$ cat config.mk
export PLATFORM = sky130hd
export DESIGN_NAME = adder_sched_flat
export DESIGN_NICKNAME = d
export VERILOG_FILES = /design/src/rtl/adder_sched_pkg.sv /design/src/rtl/adder_sched_if.sv /design/src/rtl/adder_sched_seq_adder.sv /design/src/rtl/adder_sched.sv /design/src/flat_wrapper.sv
export SDC_FILE = /design/constraint.sdc
export NUM_CORES = 1
export LEC_CHECK = 0
export CORE_AREA = 4 4 92 94
export CTS_CLUSTER_SIZE = 14
export DETAILED_ROUTE_END_ITERATION = 6
export DIE_AREA = 0 0 96 98
export HOLD_SLACK_MARGIN = 0.02
export PLACE_DENSITY = 0.77
export SLEW_MARGIN = 20
export SYNTH_ARGS = -nofsm -noshare
export SYNTH_HDL_FRONTEND = slang
export SYNTH_HIERARCHICAL = 1
export SYNTH_SLANG_ARGS = --single-unit
$ cat constraint.sdc
create_clock -name clk -period 4.5 [get_ports clk]
set_input_delay 0.675 -clock clk [delete_from_list [all_inputs] [get_ports clk]]
set_output_delay 0.675 -clock clk [all_outputs]
set_load 0.02 [all_outputs]
$ cat src/rtl/adder_sched_pkg.sv
// Shared types, defaults and the round-robin pick function for the
// adder scheduler.
package adder_sched_pkg;

    localparam int N_DEF    = 8;
    localparam int NREQ_DEF = 4;
    localparam int CNTW_DEF = 16;
    localparam int RR_MAX   = 16;

    typedef enum logic [1:0] {
        IDLE = 2'd0,
        EXEC = 2'd1,
        RESP = 2'd2
    } sched_state_t;

    typedef struct packed {
        logic       found;
        logic [3:0] idx;
    } rr_pick_t;

    // First valid index at or after ptr, wrapping modulo nreq.
    function automatic rr_pick_t rr_pick(input logic [RR_MAX-1:0] valid,
                                         input logic [3:0]        ptr,
                                         input int unsigned       nreq);
        rr_pick_t   r;
        logic [4:0] j;
        r = '0;
        for (int k = 0; k < RR_MAX; k++) begin
            j = 5'({1'b0, ptr}) + 5'(k);
            if (j >= 5'(nreq)) j = j - 5'(nreq);
            if (k < int'(nreq) && !r.found && valid[j[3:0]]) begin
                r.found = 1'b1;
                r.idx   = j[3:0];
            end
        end
        return r;
    endfunction

endpackage

$ cat src/rtl/adder_sched_if.sv
// Request/response bundle between client datapaths (master) and the
// adder scheduler (slave).
interface adder_sched_if
    import adder_sched_pkg::*;
#(
    parameter int N    = N_DEF,
    parameter int NREQ = NREQ_DEF,
    parameter int IDW  = $clog2(NREQ)
);
    logic [NREQ-1:0]   req_valid;
    logic [NREQ-1:0]   req_ready;
    logic [NREQ*N-1:0] req_a;
    logic [NREQ*N-1:0] req_b;
    logic              rsp_valid;
    logic              rsp_ready;
    logic [IDW-1:0]    rsp_id;
    logic [N-1:0]      rsp_sum;
    logic              rsp_carry;

    modport master (
        output req_valid, req_a, req_b, rsp_ready,
        input  req_ready, rsp_valid, rsp_id, rsp_sum, rsp_carry
    );

    modport slave (
        input  req_valid, req_a, req_b, rsp_ready,
        output req_ready, rsp_valid, rsp_id, rsp_sum, rsp_carry
    );
endinterface

$ cat src/rtl/adder_sched_seq_adder.sv
// Registered N-bit adder: {carry_o, sum_o} holds a_i + b_i from the
// previous clock edge.
module seq_adder #(
    parameter int N = 8
) (
    input  logic         clk,
    input  logic         rst,
    input  logic [N-1:0] a_i,
    input  logic [N-1:0] b_i,
    output logic [N-1:0] sum_o,
    output logic         carry_o
);
    logic [N:0] sum_q;

    always_ff @(posedge clk) begin
        if (rst) sum_q <= '0;
        else     sum_q <= {1'b0, a_i} + {1'b0, b_i};
    end

    assign {carry_o, sum_o} = sum_q;
endmodule

$ cat src/rtl/adder_sched.sv
// Round-robin scheduler sharing one seq_adder among NREQ requesters;
// results return tagged with the owning requester index.
module adder_sched
    import adder_sched_pkg::*;
#(
    parameter int N    = N_DEF,
    parameter int NREQ = NREQ_DEF,
    parameter int IDW  = $clog2(NREQ),
    parameter int CNTW = CNTW_DEF
) (
    input  logic            clk,
    input  logic            rst,
    adder_sched_if.slave    bus,
    output logic            busy,
    output logic [CNTW-1:0] op_count
);
    sched_state_t    state_q;
    logic [IDW-1:0]  rr_ptr_q;
    logic [IDW-1:0]  rr_ptr_d;
    logic [IDW-1:0]  rsp_id_q;
    logic [N-1:0]    op_a_q;
    logic [N-1:0]    op_b_q;
    logic [CNTW-1:0] op_count_q;

    rr_pick_t        pick;
    logic            grant_vld;
    logic [IDW-1:0]  grant_idx;
    logic [N-1:0]    grant_a;
    logic [N-1:0]    grant_b;
    logic [NREQ-1:0] req_ready;
    logic [N-1:0]    sum;
    logic            carry;

    always_comb begin
        pick      = rr_pick(16'(bus.req_valid), 4'(rr_ptr_q), NREQ);
        grant_vld = pick.found && (state_q == IDLE);
        grant_idx = IDW'(pick.idx);
        grant_a   = bus.req_a[grant_idx*N +: N];
        grant_b   = bus.req_b[grant_idx*N +: N];
        rr_ptr_d  = (grant_idx == IDW'(NREQ - 1)) ? '0 : grant_idx + 1'b1;
        req_ready = '0;
        if (grant_vld) req_ready[grant_idx] = 1'b1;
    end

    // Operands stay latched through RESP so the adder output is stable
    // for as long as the consumer stalls.
    always_ff @(posedge clk) begin
        if (rst) begin
            state_q    <= IDLE;
            rr_ptr_q   <= '0;
            op_a_q     <= '0;
            op_b_q     <= '0;
            rsp_id_q   <= '0;
            op_count_q <= '0;
        end else begin
            case (state_q)
                IDLE: begin
                    if (grant_vld) begin
                        op_a_q   <= grant_a;
                        op_b_q   <= grant_b;
                        rsp_id_q <= grant_idx;
                        rr_ptr_q <= rr_ptr_d;
                        state_q  <= EXEC;
                    end
                end
                EXEC: state_q <= RESP;
                RESP: begin
                    if (bus.rsp_ready) begin
                        op_count_q <= op_count_q + 1'b1;
                        state_q    <= IDLE;
                    end
                end
                default: state_q <= IDLE;
            endcase
        end
    end

    seq_adder #(.N(N)) u_adder (
        .clk     (clk),
        .rst     (rst),
        .a_i     (op_a_q),
        .b_i     (op_b_q),
        .sum_o   (sum),
        .carry_o (carry)
    );

    assign bus.req_ready = req_ready;
    assign bus.rsp_valid = (state_q == RESP);
    assign bus.rsp_id    = rsp_id_q;
    assign bus.rsp_sum   = sum;
    assign bus.rsp_carry = carry;
    assign busy          = (state_q != IDLE);
    assign op_count      = op_count_q;
endmodule

$ cat src/flat_wrapper.sv
// flat-port wrapper written by rule: the top's interface ports become plain ports
module adder_sched_flat import adder_sched_pkg::*;
#(
    parameter int N    = N_DEF,
    parameter int NREQ = NREQ_DEF,
    parameter int IDW  = $clog2(NREQ),
    parameter int CNTW = CNTW_DEF
)
  (clk, rst, busy, op_count, bus_req_valid, bus_req_a, bus_req_b, bus_rsp_ready, bus_req_ready, bus_rsp_valid, bus_rsp_id, bus_rsp_sum, bus_rsp_carry);
  adder_sched_if #(.N(N), .NREQ(NREQ), .IDW(IDW)) bus_i ();
  input  logic clk;
  input  logic rst;
  output logic busy;
  output logic [CNTW-1:0] op_count;
  input wire logic [$bits(bus_i.req_valid)-1:0] bus_req_valid;
  input wire logic [$bits(bus_i.req_a)-1:0] bus_req_a;
  input wire logic [$bits(bus_i.req_b)-1:0] bus_req_b;
  input wire logic [$bits(bus_i.rsp_ready)-1:0] bus_rsp_ready;
  output wire logic [$bits(bus_i.req_ready)-1:0] bus_req_ready;
  output wire logic [$bits(bus_i.rsp_valid)-1:0] bus_rsp_valid;
  output wire logic [$bits(bus_i.rsp_id)-1:0] bus_rsp_id;
  output wire logic [$bits(bus_i.rsp_sum)-1:0] bus_rsp_sum;
  output wire logic [$bits(bus_i.rsp_carry)-1:0] bus_rsp_carry;
  assign bus_i.req_valid = bus_req_valid;
  assign bus_i.req_a = bus_req_a;
  assign bus_i.req_b = bus_req_b;
  assign bus_i.rsp_ready = bus_rsp_ready;
  assign bus_req_ready = bus_i.req_ready;
  assign bus_rsp_valid = bus_i.rsp_valid;
  assign bus_rsp_id = bus_i.rsp_id;
  assign bus_rsp_sum = bus_i.rsp_sum;
  assign bus_rsp_carry = bus_i.rsp_carry;
  adder_sched #(.N(N), .NREQ(NREQ), .IDW(IDW), .CNTW(CNTW)) u_core (.clk(clk), .rst(rst), .bus(bus_i), .busy(busy), .op_count(op_count));
endmodule
==> Yosys cells after proc, flatten, opt, wreduce, memory -nomap -nowiden <==
Index checks and enable logic that the tools add are counted.
{ "classes": {"reduce_logical": 13, "addsub": 10, "n_shift": 2, "n_mux": 23, "n_lt_le_gt_ge": 10, "eq_ne": 5} }
{ "ops": {"columns": ["cell", "n"], "rows": [
  ["32-bit by 6-bit indexed part select with 8-bit output", 2],
  ["4-bit by 5-bit less-than comparator with 1-bit output (second input constant)", 4],
  ["4-bit two-way mux", 5],
  ["5-bit two-way mux", 4],
  ["16-bit by 1-bit adder with 16-bit output (second input constant)", 1],
  ["1-bit binary-select mux with 4-bit select", 4],
  ["5-bit by 3-bit greater-or-equal comparator with 1-bit output (second input constant)", 3],
  ["4-bit by 3-bit subtractor with 4-bit output (second input constant)", 3],
  ["8-bit by 8-bit adder with 9-bit output", 1],
  ["2-bit by 2-bit adder with 3-bit output (second input constant)", 2],
  ["2-bit two-way mux", 3],
  ["2-bit one-hot mux with 3 select lines", 1],
  ["2-bit AND reduction", 3],
  ["1-bit logical AND", 5],
  ["1-bit two-way mux", 5],
  ["2-bit equality test (second input constant)", 2],
  ["2-bit by 3-bit subtractor with 4-bit output (second input constant)", 1],
  ["2-bit by 1-bit adder with 3-bit output (second input constant)", 1],
  ["2-bit by 3-bit greater-or-equal comparator with 1-bit output (second input constant)", 1],
  ["1-bit logical NOT", 3],
  ["2-bit by 3-bit less-than comparator with 1-bit output (second input constant)", 1],
  ["2-bit by 1-bit adder with 2-bit output (second input constant)", 1],
  ["1-bit demux with 2-bit select", 1],
  ["2-bit by 1-bit equality test with 1-bit output (second input constant)", 1],
  ["5 further kinds", 5]
]} }
{ "word_totals": {"word_cells": 70, "inputBits": 71, "regBits": 47} }

==> Depth between registers and ports, before layout <==
Gate-level depths: netlist of the first run.
{ "depth": {"depth_word": 19, "depth_mapped": 17} }

==> Modules after synthesis <==
Netlist of the first run, hierarchy kept.
{ "by_module_without_submodules": {"columns": ["mod", "seq_area_each_um2", "cells_per_inst", "n_inst", "area_per_inst_um2"], "rows": [
  ["adder_sched", 760.7, 351, 1, 3135.5],
  ["seq_adder", 180.2, 54, 1, 514.2]
]} }

==> Worst setup path after synthesis of the first run <==
No wires, ideal clock.
{ "synth_path": {"kind": "register to output", "startpoint": "register u_core.rr_ptr_q[0]", "endpoint": "output port bus_req_ready[3]", "path_stages_with_launch": 15, "path_slack_ps": 490, "arrival_ps": 3335, "path_buffers": 6, "cell_sequence": "dfxtp_1 -> buf_6 -> buf_2 -> inv_1 -> clkbuf_1 -> clkbuf_1 -> ha_1 -> buf_2 -> mux2_2 -> a22oi_1 -> or4_1 -> buf_4 -> a31oi_1 -> ha_1 -> and2_1"} }
{ "synth_via": {"elab_chain_cells": 19} }
{ "synth_rtl": {"columns": ["element", "line", "source"], "rows": [
  ["start: declaration", "adder_sched.sv:18", "logic [IDW-1:0] rr_ptr_q;"],
  ["start signal: assignment", "adder_sched.sv:62", "rr_ptr_q <= rr_ptr_d;"],
  ["branches (longest 13 deep; another with 4-bit by 3-bit subtractor with 4-bit output)", null, null],
  ["5-bit two-way mux (*)", "adder_sched_pkg.sv:31", "if (k < int'(nreq) && !r.found && valid[j[3:0]]) begin"],
  ["2-bit by 3-bit less-than comparator with 1-bit output (implied by the code) / 2-bit by 1-bit greater-or-equal comparator with 1-bit output (equally long branches)", "adder_sched.sv:42", "if (grant_vld) req_ready[grant_idx] = 1'b1;"],
  ["1-bit logical AND (implied by the code)", "adder_sched.sv:42", null],
  ["1-bit two-way mux (implied by the code)", "adder_sched.sv:42", null],
  ["1-bit demux with 2-bit select", null, null],
  ["4-bit two-way mux (*)", "adder_sched.sv:42", null],
  ["end: declaration", "flat_wrapper.sv:19", "output wire logic [$bits(bus_i.req_ready)-1:0] bus_req_ready;"]
]} }
Mark *: on every way between the ends. The select of a mux whose other input is x is not followed.

==> Worst setup path after layout of the first run <==
{ "layout_path": {"startpoint": "input port bus_req_valid[3]", "endpoint": "output port bus_req_ready[3]"} }
{ "layout_via": {"elab_chain_cells": 17} }
{ "layout_rtl": {"columns": ["element", "line", "source"], "rows": [
  ["start: declaration", "flat_wrapper.sv:15", "input wire logic [$bits(bus_i.req_valid)-1:0] bus_req_valid;"],
  ["1-bit binary-select mux with 4-bit select", "adder_sched_pkg.sv:31", null],
  ["1-bit two-way mux (implied by the code)", "adder_sched_pkg.sv:31", null],
  ["5-bit two-way mux", "adder_sched_pkg.sv:31", null],
  ["1-bit logical NOT", "adder_sched_pkg.sv:31", null],
  ["1-bit logical AND", "adder_sched_pkg.sv:31", null],
  ["5-bit two-way mux", "adder_sched_pkg.sv:31", null],
  ["1-bit logical NOT", "adder_sched_pkg.sv:31", null],
  ["1-bit logical AND", "adder_sched_pkg.sv:31", null],
  ["5-bit two-way mux", "adder_sched_pkg.sv:31", null],
  ["1-bit logical NOT", "adder_sched_pkg.sv:31", null],
  ["1-bit logical AND", "adder_sched_pkg.sv:31", null],
  ["5-bit two-way mux (*)", "adder_sched_pkg.sv:31", null],
  ["2-bit by 3-bit less-than comparator with 1-bit output (implied by the code) / 2-bit by 1-bit greater-or-equal comparator with 1-bit output (equally long branches)", "adder_sched.sv:42", null],
  ["1-bit logical AND (implied by the code)", "adder_sched.sv:42", null],
  ["1-bit two-way mux (implied by the code)", "adder_sched.sv:42", null],
  ["1-bit demux with 2-bit select", null, null],
  ["4-bit two-way mux (*)", "adder_sched.sv:42", null]
]} }
Mark *: on every way between the ends. The rest lies on a longest branch, timed or not. The select of a mux whose other input is x is not followed.

==> results of run 1 <==
==> worst min path at each step <==
stage / start / to / slack [ns] / cells after the start
floorplan: u_core/op_b_q[0]$_SDFFE_PP0P_ / u_core/op_b_q[0]$_SDFFE_PP0P_ / 0.44 / 1
global placement: u_core/bus.rsp_id[0]$_SDFFE_PP0P_ / u_core/bus.rsp_id[0]$_SDFFE_PP0P_ / 0.45 / 2
detailed placement: u_core/bus.rsp_id[0]$_SDFFE_PP0P_ / u_core/bus.rsp_id[0]$_SDFFE_PP0P_ / 0.45 / 2
CTS: u_core/bus.rsp_id[0]$_SDFFE_PP0P_ / u_core/bus.rsp_id[0]$_SDFFE_PP0P_ / 0.47 / 2
global route: u_core/bus.rsp_id[0]$_SDFFE_PP0P_ / u_core/bus.rsp_id[0]$_SDFFE_PP0P_ / 0.51 / 2
finish: u_core/bus.rsp_id[0]$_SDFFE_PP0P_ / u_core/bus.rsp_id[0]$_SDFFE_PP0P_ / 0.46 / 2
==> per-layer routing <==
layer	up-vias	track usage
met5	-	0
met4	0	0.0372
met3	10	0.0555
met2	148	0.327
met1	1743	0.331
li1	1800	-
==> through the flow <==
stage	total power [uW]	instances	util	hold WS, ns	cell area [um^2]
finish	2260	587	0.625	0.463	4780
global route	2410	587	0.625	0.507	4780
CTS	2250	587	0.625	0.465	4780
detailed placement	1990	580	0.614	0.453	4690
global placement	1960	580	0.614	0.451	4690
floorplan	1610	405	-	0.440	3650
==> power by group <==
part / leakage [uW] / internal (uW) / switching [uW]
Clock: 0.0000470 / 121 / 134
Sequential: 0.000385 / 512 / 70.4
Combinational: 0.00133 / 615 / 803
==> layout by cell type (no fill, tap or decap), types with 3 or more instances in the layout <==
cell / count
nand2b_1: 3
o221ai_1: 63
nand4_1: 4
or3_1: 5
mux2_2: 3
a221oi_2: 10
clkdlybuf4s50_1: 103
xnor2_1: 6
mux2i_1: 35
a221oi_1: 21
ha_1: 14
and2_1: 3
xor2_1: 10
o21ai_0: 9
nand2_1: 16
nor2b_1: 5
nor3_1: 8
dfxtp_1: 46
nor2_1: 30
clkbuf_8: 6
and3_1: 4
a21oi_1: 15
a21o_1: 6
a211o_1: 16
nand3_1: 5
buf_4: 8
==> final cells by class <==
class                           count  area share
Clock buffer                        6      0.0173
Timing Repair Buffer              111       0.228
Multi-Input combinational cell    317       0.527
Inverter                            3     0.00262
Tap cell                          102      0.0267
Sequential cell                    47       0.197
Clock inverter                      1     0.00105
==> sequential cells by signal (all words and copies together) (netlist names) <==
name,flops
u_core/op_a_q,8
u_core/bus.rsp_id,2
u_core/op_b_q,8
u_core/op_count,16
u_core/u_adder/sum_q,9
u_core/rr_ptr_q,2
u_core/state_q,2
==> logic make-up after synthesis <==
| kind of cell | after synthesis | share of synthesized area |
|---|---|---|
| AOI/OAI and AO/OA | 155 | 0.362 |
| xor gates and xnor gates | 16 | 0.0384 |
| adders and majority gates | 15 | 0.0535 |
| buffers and inverters | 41 | 0.0518 |
| DFF | 47 | 0.258 |
| muxes | 39 | 0.109 |
| and+or+nand+nor | 92 | 0.128 |
==> worst max-delay path, stage by stage <==
cell and delay (ns):
clkdlybuf4s50_1 0.52, mux2_4 0.32, and3_4 0.19, or4_1 0.58, a31oi_1 0.33, ha_1 0.22, and2_1 0.12, clkdlybuf4s50_1 0.60
==> flow_summary.ini, run 1 <==
[outcome]
status = complete, no violations

[route]
drtIter0Drc = 287
drc = 0
antenna_left = 0
wl_um = 10900
drtPass1Iterations = 4
vias_per_cell = 6.30
wl_per_cell_um = 18.5
top_layer = met4
via_count = 3701
wl_met1_um = 5010
route.met3.wl_um = 889
wl_met2_um = 4900

[finish]
drive_above_1_share = 0.0804
final_net_count = 571
antenna_cells = 0
regArea_um2 = 942
multi_input_area_um2 = 2520
fill_cells = 662
area_delta_synth_final_pct = 31.0

[critical_path]
rrSetupSlack_ns = 0.93
cp-end-kind = output port
rr_worst_depth = 10
critical_path_class = in2out
arrival_ns = 3.57
worstReg2RegEnd = u_core/op_a_q[1]$_SDFFE_PP0P_
cp_data_required_time_ns = 3.83
rr_startpoint = u_core/rr_ptr_q[0]$_SDFFE_PP0P_
setup.worst_path.end = bus_req_ready[3]
cp-start-kind = input pin
startpoint = bus_req_valid[3]
critPathMaxFanout = 7

[placed_design]
dp_hpwl_um = 7650
gp_congestion = 0.812
dp_slack_ns = 0.285
io_buffers = 103

[logic_synthesis]
yosysMostFrequentCell = o221ai_1
synth_area_um2 = 3650
syn_area_per_cell_um2 = 9.01
synthCells = 405
synth_area_leaders = dfxtp_1 (26%), o221ai_1 (15%), mux2i_1 (9.6%)
synthDominantCellAreaShare = 0.258
ys_types = 52
ys.warnings.count = 6
yosysSeqAreaShare = 0.258
synth_edf_count = 0
syn_nets = 491
ys_top_cells_by_count = o221ai_1 (63), dfxtp_1 (47), mux2i_1 (35)
synth.largest_area_cell = dfxtp_1
ys_seq_elements = 47
async_reset_ff_frac = 0
ys.flop_type = dfxtp_1

[timing]
fin_crit_sh = 0.944
relSlewSlack = 0.470
fmax_mhz = 235
worst_pin_slew_ns = 0.796
period_minus_slack_ns = 4.25
fin_ws_ns = 0.253
fin_tns_setup_ns = 0
rsz0062_at_grt = no
finalSetupViolCount = 0
skew_ns = 0.00550
slew_violations = 0
hold_viol = 0

[floorplan]
core_area_um2 = 7650
rows = 32
die_w_um = 96
floorplan.die.height_um = 98
die_area_um2 = 9410
ios = 104
start_util = 0.477

[clock_network]
hold_buffers = 0
clock_latency_ns = 0.30
cts.sink_count = 47
clk_path_buf_depth = 2
cts.clk_slew.worst_paths_ns = 0.08
clock_tree.root_cell = clkbuf_8
postCtsSetupBuffers = 0
cts_buffers = 5
htree_levels = 2
tritoncts = yes
cts-resized-gates = 0

[min_path]
hp-class = reg2reg

[global_route]
grt_pass1_vias = 3406
grt_max_degree = 52
grt_pass1_wl_um = 17100
antenna_found_initial = 0
grt_usage = 0.222
grt_remaining_overflow = 0

[flow_run]
maxCapViolCount = 0

[pwr]
peakVddDrop_mv = 0.218
p_leak_uw = 0.00176
powerDensity_nw_per_um2 = 472
Power figures use the tool's default switching activity.
==> inputs of run 2 (changes only) <==
--- a/config.mk
+++ b/config.mk
@@ -6,13 +6,12 @@
 export NUM_CORES = 1
 export LEC_CHECK = 0
-export CORE_AREA = 4 4 92 94
+export CORE_AREA = 4 4 89 91
 export CTS_CLUSTER_SIZE = 14
 export DETAILED_ROUTE_END_ITERATION = 6
-export DIE_AREA = 0 0 96 98
+export DIE_AREA = 0 0 93 95
 export HOLD_SLACK_MARGIN = 0.02
-export PLACE_DENSITY = 0.77
+export PLACE_DENSITY = 0.76
 export SLEW_MARGIN = 20
 export SYNTH_ARGS = -nofsm -noshare
 export SYNTH_HDL_FRONTEND = slang
-export SYNTH_HIERARCHICAL = 1
 export SYNTH_SLANG_ARGS = --single-unit
==> constraint.sdc (replaced) <==
create_clock -name clk -period 4.5 [get_ports clk]
set_input_delay 0.675 -clock clk [delete_from_list [all_inputs] [get_ports clk]]
set_output_delay 0.675 -clock clk [all_outputs]
set_load 0.005 [all_outputs]
==> run 2 against run 1 <==
Via count shrank 16%. Synthesized area shrank 11%. Utilization is essentially flat. Non-clock buffer count up 1. Maximum frequency grew 6.2%. Clock power is 41% higher. Clock skew is 0.0029 ns higher. Largest cell class unchanged. Highest routed layer unchanged.
==> flow_summary.ini, run 2 <==
[outcome]
status = complete, no violations

[floorplan]
floorplan.die.height_um = 95
die_w_um = 93
die_area_um2 = 8840
core_area_um2 = 7140
start_util = 0.457
ios = 104
rows = 31

[route]
top_layer = met4
drtIter0Drc = 128
drc = 0
drtPass1Iterations = 4
wl_per_cell_um = 16.1
wl_met2_um = 4260
via_count = 3105
wl_um = 8680
route.met3.wl_um = 555
vias_per_cell = 5.77
wl_met1_um = 3760
antenna_left = 0

[timing]
skew_ns = 0.00843
rsz0062_at_grt = no
worst_pin_slew_ns = 0.962
fin_tns_setup_ns = 0
fin_crit_sh = 0.889
period_minus_slack_ns = 4.00
fmax_mhz = 250
slew_violations = 0
hold_viol = 0
finalSetupViolCount = 0
relSlewSlack = 0.356
fin_ws_ns = 0.500

[global_route]
antenna_found_initial = 0
grt_pass1_wl_um = 14200
grt_usage = 0.198
grt_pass1_vias = 3053
grt_max_degree = 36
grt_remaining_overflow = 0

[finish]
layout_commonest_cell = clkdlybuf4s50_1
drive_above_1_share = 0.0729
largest_reg_flops = 16
final_cell_mix = clkdlybuf4s50_1 (103), dfxtp_1 (47), nor2_1 (33)
antenna_cells = 0
area_delta_synth_final_pct = 36.8
utilization = 0.625
final_net_count = 527

[critical_path]
slowest_stage = clkdlybuf4s50_1
crit_chain = buf_4 > ha_1 > nand2b_1 > or3b_1 > a31oi_4 > a2bb2oi_2 > inv_1 > ha_1 > inv_1 > nor2_1 > clkdlybuf4s50_1
rrSetupSlack_ns = 1.14
critPathMaxFanout = 35
arrival_ns = 3.32
slowest_delay_ns = 0.44
startpoint = u_core.rr_ptr_q[0]$_SDFFE_PP0P_
rr_worst_depth = 9
path_depth = 11
cp_data_required_time_ns = 3.83
critPathTopFamily = buffers and inverters
rr_startpoint = u_core.rr_ptr_q[0]$_SDFFE_PP0P_
critical_path_class = reg2out
worstReg2RegEnd = u_core.op_a_q[3]$_SDFFE_PP0P_
cp-end-kind = output port
setup.worst_path.end = bus_req_ready[3]
cp-start-kind = flop
critPathBufInv = 4

[clock_network]
clk_path_buf_depth = 2
htree_levels = 2
hold_buffers = 0
postCtsSetupBuffers = 0
cts_buffers = 5
clock_latency_ns = 0.30
tritoncts = yes
cts.clk_slew.worst_paths_ns = 0.09
clock_tree.root_cell = clkbuf_8
cts.sink_count = 47
cts-resized-gates = 0

[logic_synthesis]
synth_area_um2 = 3260
synth-xor-area-share = 0.0537
yosysSeqAreaShare = 0.289
ys_top_cells_by_count = dfxtp_1 (47), nor2_1 (33), mux2i_1 (29)
synth.largest_area_cell = dfxtp_1
yosys.area_share.simple = 0.168
synth.area.mux_share = 0.145
synth_area_leaders = dfxtp_1 (29%), mux2i_1 (8.9%), ha_1 (6.5%)
ys_seq_elements = 47
syn_nets = 437
ys.warnings.count = 0
ys_types = 56
ys.flop_type = dfxtp_1
yosysMostFrequentCell = dfxtp_1
async_reset_ff_frac = 0
synth_edf_count = 0
synthCells = 348
syn_area_per_cell_um2 = 9.37
synthDominantCellAreaShare = 0.289
synthAdderAreaFrac = 0.0714
synth_top_family_by_area = compound AO/OA/AOI/OAI gates
synth_compound_area_frac = 0.209

[flow_run]
maxCapViolCount = 0

[pwr]
peakVddDrop_mv = 0.363
total_power_uw = 2530
p_leak_uw = 0.00171
powerDensity_nw_per_um2 = 567

[min_path]
hp-class = reg2reg

[placed_design]
dp_slack_ns = 0.525
io_buffers = 103
dp_hpwl_um = 6800
gp_congestion = 0.807
-- run 2: cell types whose count changed after synthesis, sizes merged, moves of 8 or more --
cell    previous run  this run
o221ai            63        11
a221oi            31         0
a211o             16         0
inv                2        14
o211ai             1        13
nand4b             0        11
o311ai             0        11
a221o              1        11
clkbuf            26        16
a21oi             15         7
o21ai              9         1
-- run 2: layer usage --
layer  vias to the layer above  track usage
li1                       1494            -
met1                      1476        0.249
met2                       122        0.338
met3                        13       0.0390
met4                         0       0.0647
met5                         -            0
-- run 2: tightest hold or removal path: cells and delay by family (launching register included) --
kind             cells  cell delay [ns]
AO/OA/AOI/OAI        1             0.07
flip-flops           1             0.32
AND/OR/NAND/NOR      1             0.05
-- run 2: cell type report --
cell class / count / area (um^2)
Inverter: 14 / 52.6
Multi-Input combinational cell: 258 / 2110
Fill cell: 630 / 2680
Clock inverter: 2 / 60.1
Tap cell: 99 / 124
Sequential cell: 47 / 941
Clock buffer: 6 / 72.6
Timing Repair Buffer: 112 / 1100
-- run 2: power breakdown --
part           internal [uW]  switching [uW]  total, uW
combinational            737             820       1560
clock                    222             137        359
sequential               540            74.9        615
-- run 2: cell families (layout without fill, tap and decap cells) --
kind of cell / Yosys count / count (layout)
AND/OR/NAND/NOR: 103 / 103
AO/OA/AOI/OAI: 79 / 79
flip-flops: 47 / 47
buffers and inverters: 43 / 134
multiplexers: 38 / 38
XOR/XNOR: 20 / 20
adder cells (fa/ha/maj): 18 / 18
-- run 2: worst min path at each step --
| stage | cells after the start | to | startpoint | slack (ns) |
|---|---|---|---|---|
| final | 2 | u_core.op_a_q[2]$_SDFFE_PP0P_ | u_core.op_a_q[2]$_SDFFE_PP0P_ | 0.50 |
| after floorplan | 2 | u_core.op_a_q[0]$_SDFFE_PP0P_ | u_core.op_a_q[0]$_SDFFE_PP0P_ | 0.46 |
| after CTS | 2 | u_core.op_a_q[2]$_SDFFE_PP0P_ | u_core.op_a_q[2]$_SDFFE_PP0P_ | 0.50 |
| after global routing | 2 | u_core.op_a_q[2]$_SDFFE_PP0P_ | u_core.op_a_q[2]$_SDFFE_PP0P_ | 0.52 |
| after detailed placement | 2 | u_core.op_a_q[2]$_SDFFE_PP0P_ | u_core.op_a_q[2]$_SDFFE_PP0P_ | 0.48 |
| after global placement | 2 | u_core.op_b_q[3]$_SDFFE_PP0P_ | u_core.op_b_q[3]$_SDFFE_PP0P_ | 0.47 |
-- run 2: through the flow --
step / area (um^2) / hold slack [ns] / cells
after floorplan: 3260 / 0.457 / 348
after global placement: 4330 / 0.471 / 530
after detailed placement: 4330 / 0.484 / 530
after CTS: 4460 / 0.503 / 538
after global routing: 4460 / 0.521 / 538
final: 4460 / 0.497 / 538
==> inputs of run 3 (changes only) <==
Settings changed: CAP_MARGIN from default to 20, CORE_AREA 4 4 89 91 to 4 4 92 94, DIE_AREA 0 0 93 95 to 0 0 96 98, PLACE_DENSITY 0.76 to 0.77, SYNTH_HIERARCHICAL from default to 1.
==> run 3 against run 2 <==
Clock skew down 0.0025 ns. First-iteration DRC count up 150%. Global-route usage up 2.1 points. Power down 11%. Final cell count up 9.3%. Utilization up 0.39 points. Setup slack worse by 0.25 ns. Flip-flop and latch count unchanged. Critical path depth down 1. Maximum frequency down 5.9%. Clock-buffer cell count down 1. Non-clock buffer count down 1. Critical path type unchanged. Highest routed layer unchanged.
==> flow_summary.ini, run 3 (synthesis gave the netlist of run 1 again) <==
[placed_design]
placed_cell_area_um2 = 4690
gp_congestion = 0.829
io_buffers = 103
dp_hpwl_um = 7560
dp_slack_ns = 0.439

[critical_path]
slowest_stage = dfxtp_2
worstReg2RegEnd = u_core/op_a_q[6]$_SDFFE_PP0P_
arrival_ns = 3.57
path_depth = 10
cp_data_required_time_ns = 3.83
critPathMaxFanout = 21
critical_path_class = reg2out
cp-start-kind = flop
slowest_delay_ns = 0.52
startpoint = u_core/rr_ptr_q[0]$_SDFFE_PP0P_
rr_startpoint = u_core/rr_ptr_q[0]$_SDFFE_PP0P_
cp-end-kind = output port
rr_worst_depth = 11
critPathBufInv = 3
rrSetupSlack_ns = 0.74
crit_chain = inv_1 > buf_4 > ha_1 > mux2_2 > a22oi_1 > or4_1 > a31oi_1 > ha_1 > and2_1 > clkdlybuf4s50_1
cp_common_cell = ha_1
critPathTopFamily = buffers and inverters

[pwr]
switchingPower_uw = 956
p_leak_uw = 0.00177
swShare = 0.425
comb_power_share = 0.601
peakVddDrop_mv = 0.290
powerDensity_nw_per_um2 = 468
seqPwrFrac = 0.258
internal_power_uw = 1300
clkPwrFrac = 0.141

[floorplan]
ios = 104
floorplan.die.height_um = 98
die_area_um2 = 9410
die_w_um = 96
core_area_um2 = 7650
rows = 32
start_util = 0.477

[finish]
area_delta_synth_final_pct = 31.8
final_net_count = 571
regArea_um2 = 942
fill_cells = 664
largest_reg_flops = 16
drive_above_1_share = 0.0823
utilization = 0.629
antenna_cells = 0
final_cell_mix = clkdlybuf4s50_1 (103), o221ai_1 (63), dfxtp_1 (46)
multi_input_area_um2 = 2520
stdcell_area_um2 = 4810
layout_commonest_cell = clkdlybuf4s50_1

[clock_network]
cts.sink_count = 47
tritoncts = yes
cts.clk_slew.worst_paths_ns = 0.09
postCtsSetupBuffers = 0
hold_buffers = 0
cts_buffers = 5
cts-resized-gates = 0
clk_path_buf_depth = 2
htree_levels = 2
clock_tree.root_cell = clkbuf_8
clock_latency_ns = 0.30

[timing]
fin_tns_setup_ns = 0
fmax_mhz = 235
slew_violations = 0
fin_crit_sh = 0.944
hold_viol = 0
worst_pin_slew_ns = 0.787
relSlewSlack = 0.476
period_minus_slack_ns = 4.25
fin_ws_ns = 0.251
rsz0062_at_grt = no
finalSetupViolCount = 0
skew_ns = 0.00590

[min_path]
hp-class = reg2reg
min_delay_path_depth = 2
holdPathEnd = u_core/bus.rsp_id[0]$_SDFFE_PP0P_
min_from = u_core/bus.rsp_id[0]$_SDFFE_PP0P_

[route]
drc = 0
wl_um = 10800
drtPass1Iterations = 4
via_count = 3698
drtIter0Drc = 317
wl_per_cell_um = 18.3
antenna_left = 0
vias_per_cell = 6.29

[flow_run]
maxCapViolCount = 0

[global_route]
grt_usage = 0.219
grt_max_degree = 52
antenna_found_initial = 0
grt_pass1_wl_um = 16800
grt_pass1_vias = 3404
grt_remaining_overflow = 0

[outcome]
status = complete, no violations
==> run 3: cell types whose count changed in the layout (fill, tap and decap cells not counted), sizes merged, moves of 6 or more <==
cell,before,now
a211o,0,16
a21oi,7,15
a221o,11,1
a221oi,0,31
inv,14,3
mux2i,29,35
mux4,7,0
nand4b,11,0
o211ai,13,1
o21ai,1,9
o221ai,11,63
o311ai,11,0
==> run 3: per-stage QoR <==
stage	cells	power [uW]	hold slack (ns)
after floorplan	405	1540	0.440
after global placement	580	1890	0.445
after detailed placement	580	1930	0.451
after CTS	588	2250	0.466
after global routing	588	2410	0.488
final	588	2250	0.462
==> run 3: cell type report <==
class / count / share of cell area
timing repair buffer: 111 / 0.227
clock buffer: 5 / 0.0143
inverter: 3 / 0.00260
clock inverter: 3 / 0.00989
tap: 102 / 0.0265
sequential: 47 / 0.196
multi-input combinational: 317 / 0.524
==> run 3: metal layers <==
layer	track usage	wire (um)	up-vias
met3	0.0586	930	11
met2	0.324	4840	141
met1	0.315	4850	1732
met4	0.0525	133	0
met5	0	0	-
li1	-	-	1814
==> run 3: worst max path at each step <==
| stage | end | slack, ns |
|---|---|---|
| global placement | bus_req_ready[3] | 0.51 |
| CTS | bus_req_ready[3] | 0.25 |
| finish | bus_req_ready[3] | 0.25 |
| floorplan | bus_req_ready[3] | 0.59 |
| global route | bus_req_ready[2] | 0.06 |
| detailed placement | bus_req_ready[3] | 0.44 |
==> run 3: power by group through the flow <==
stage	Clock (uW)	Combinational [uW]	Sequential (uW)
5_1_grt	345	1470	591
3_5_place_dp	0	1340	590
3_3_place_gp	0	1300	588
6_report	317	1350	581
4_1_cts	328	1340	580
2_1_floorplan	0	970	569
==> run 3: worst reg2reg max path, cell delays in order (launching register included) <==
cell and delay (ns):
dfxtp_2 0.52, inv_1 0.08, buf_4 0.22, ha_1 0.49
mux2_2 0.38, a22oi_1 0.33, or4_1 0.23, buf_4 0.38
nand2_4 0.32, o221ai_1 0.29, a221oi_1 0.14, a211o_1 0.28
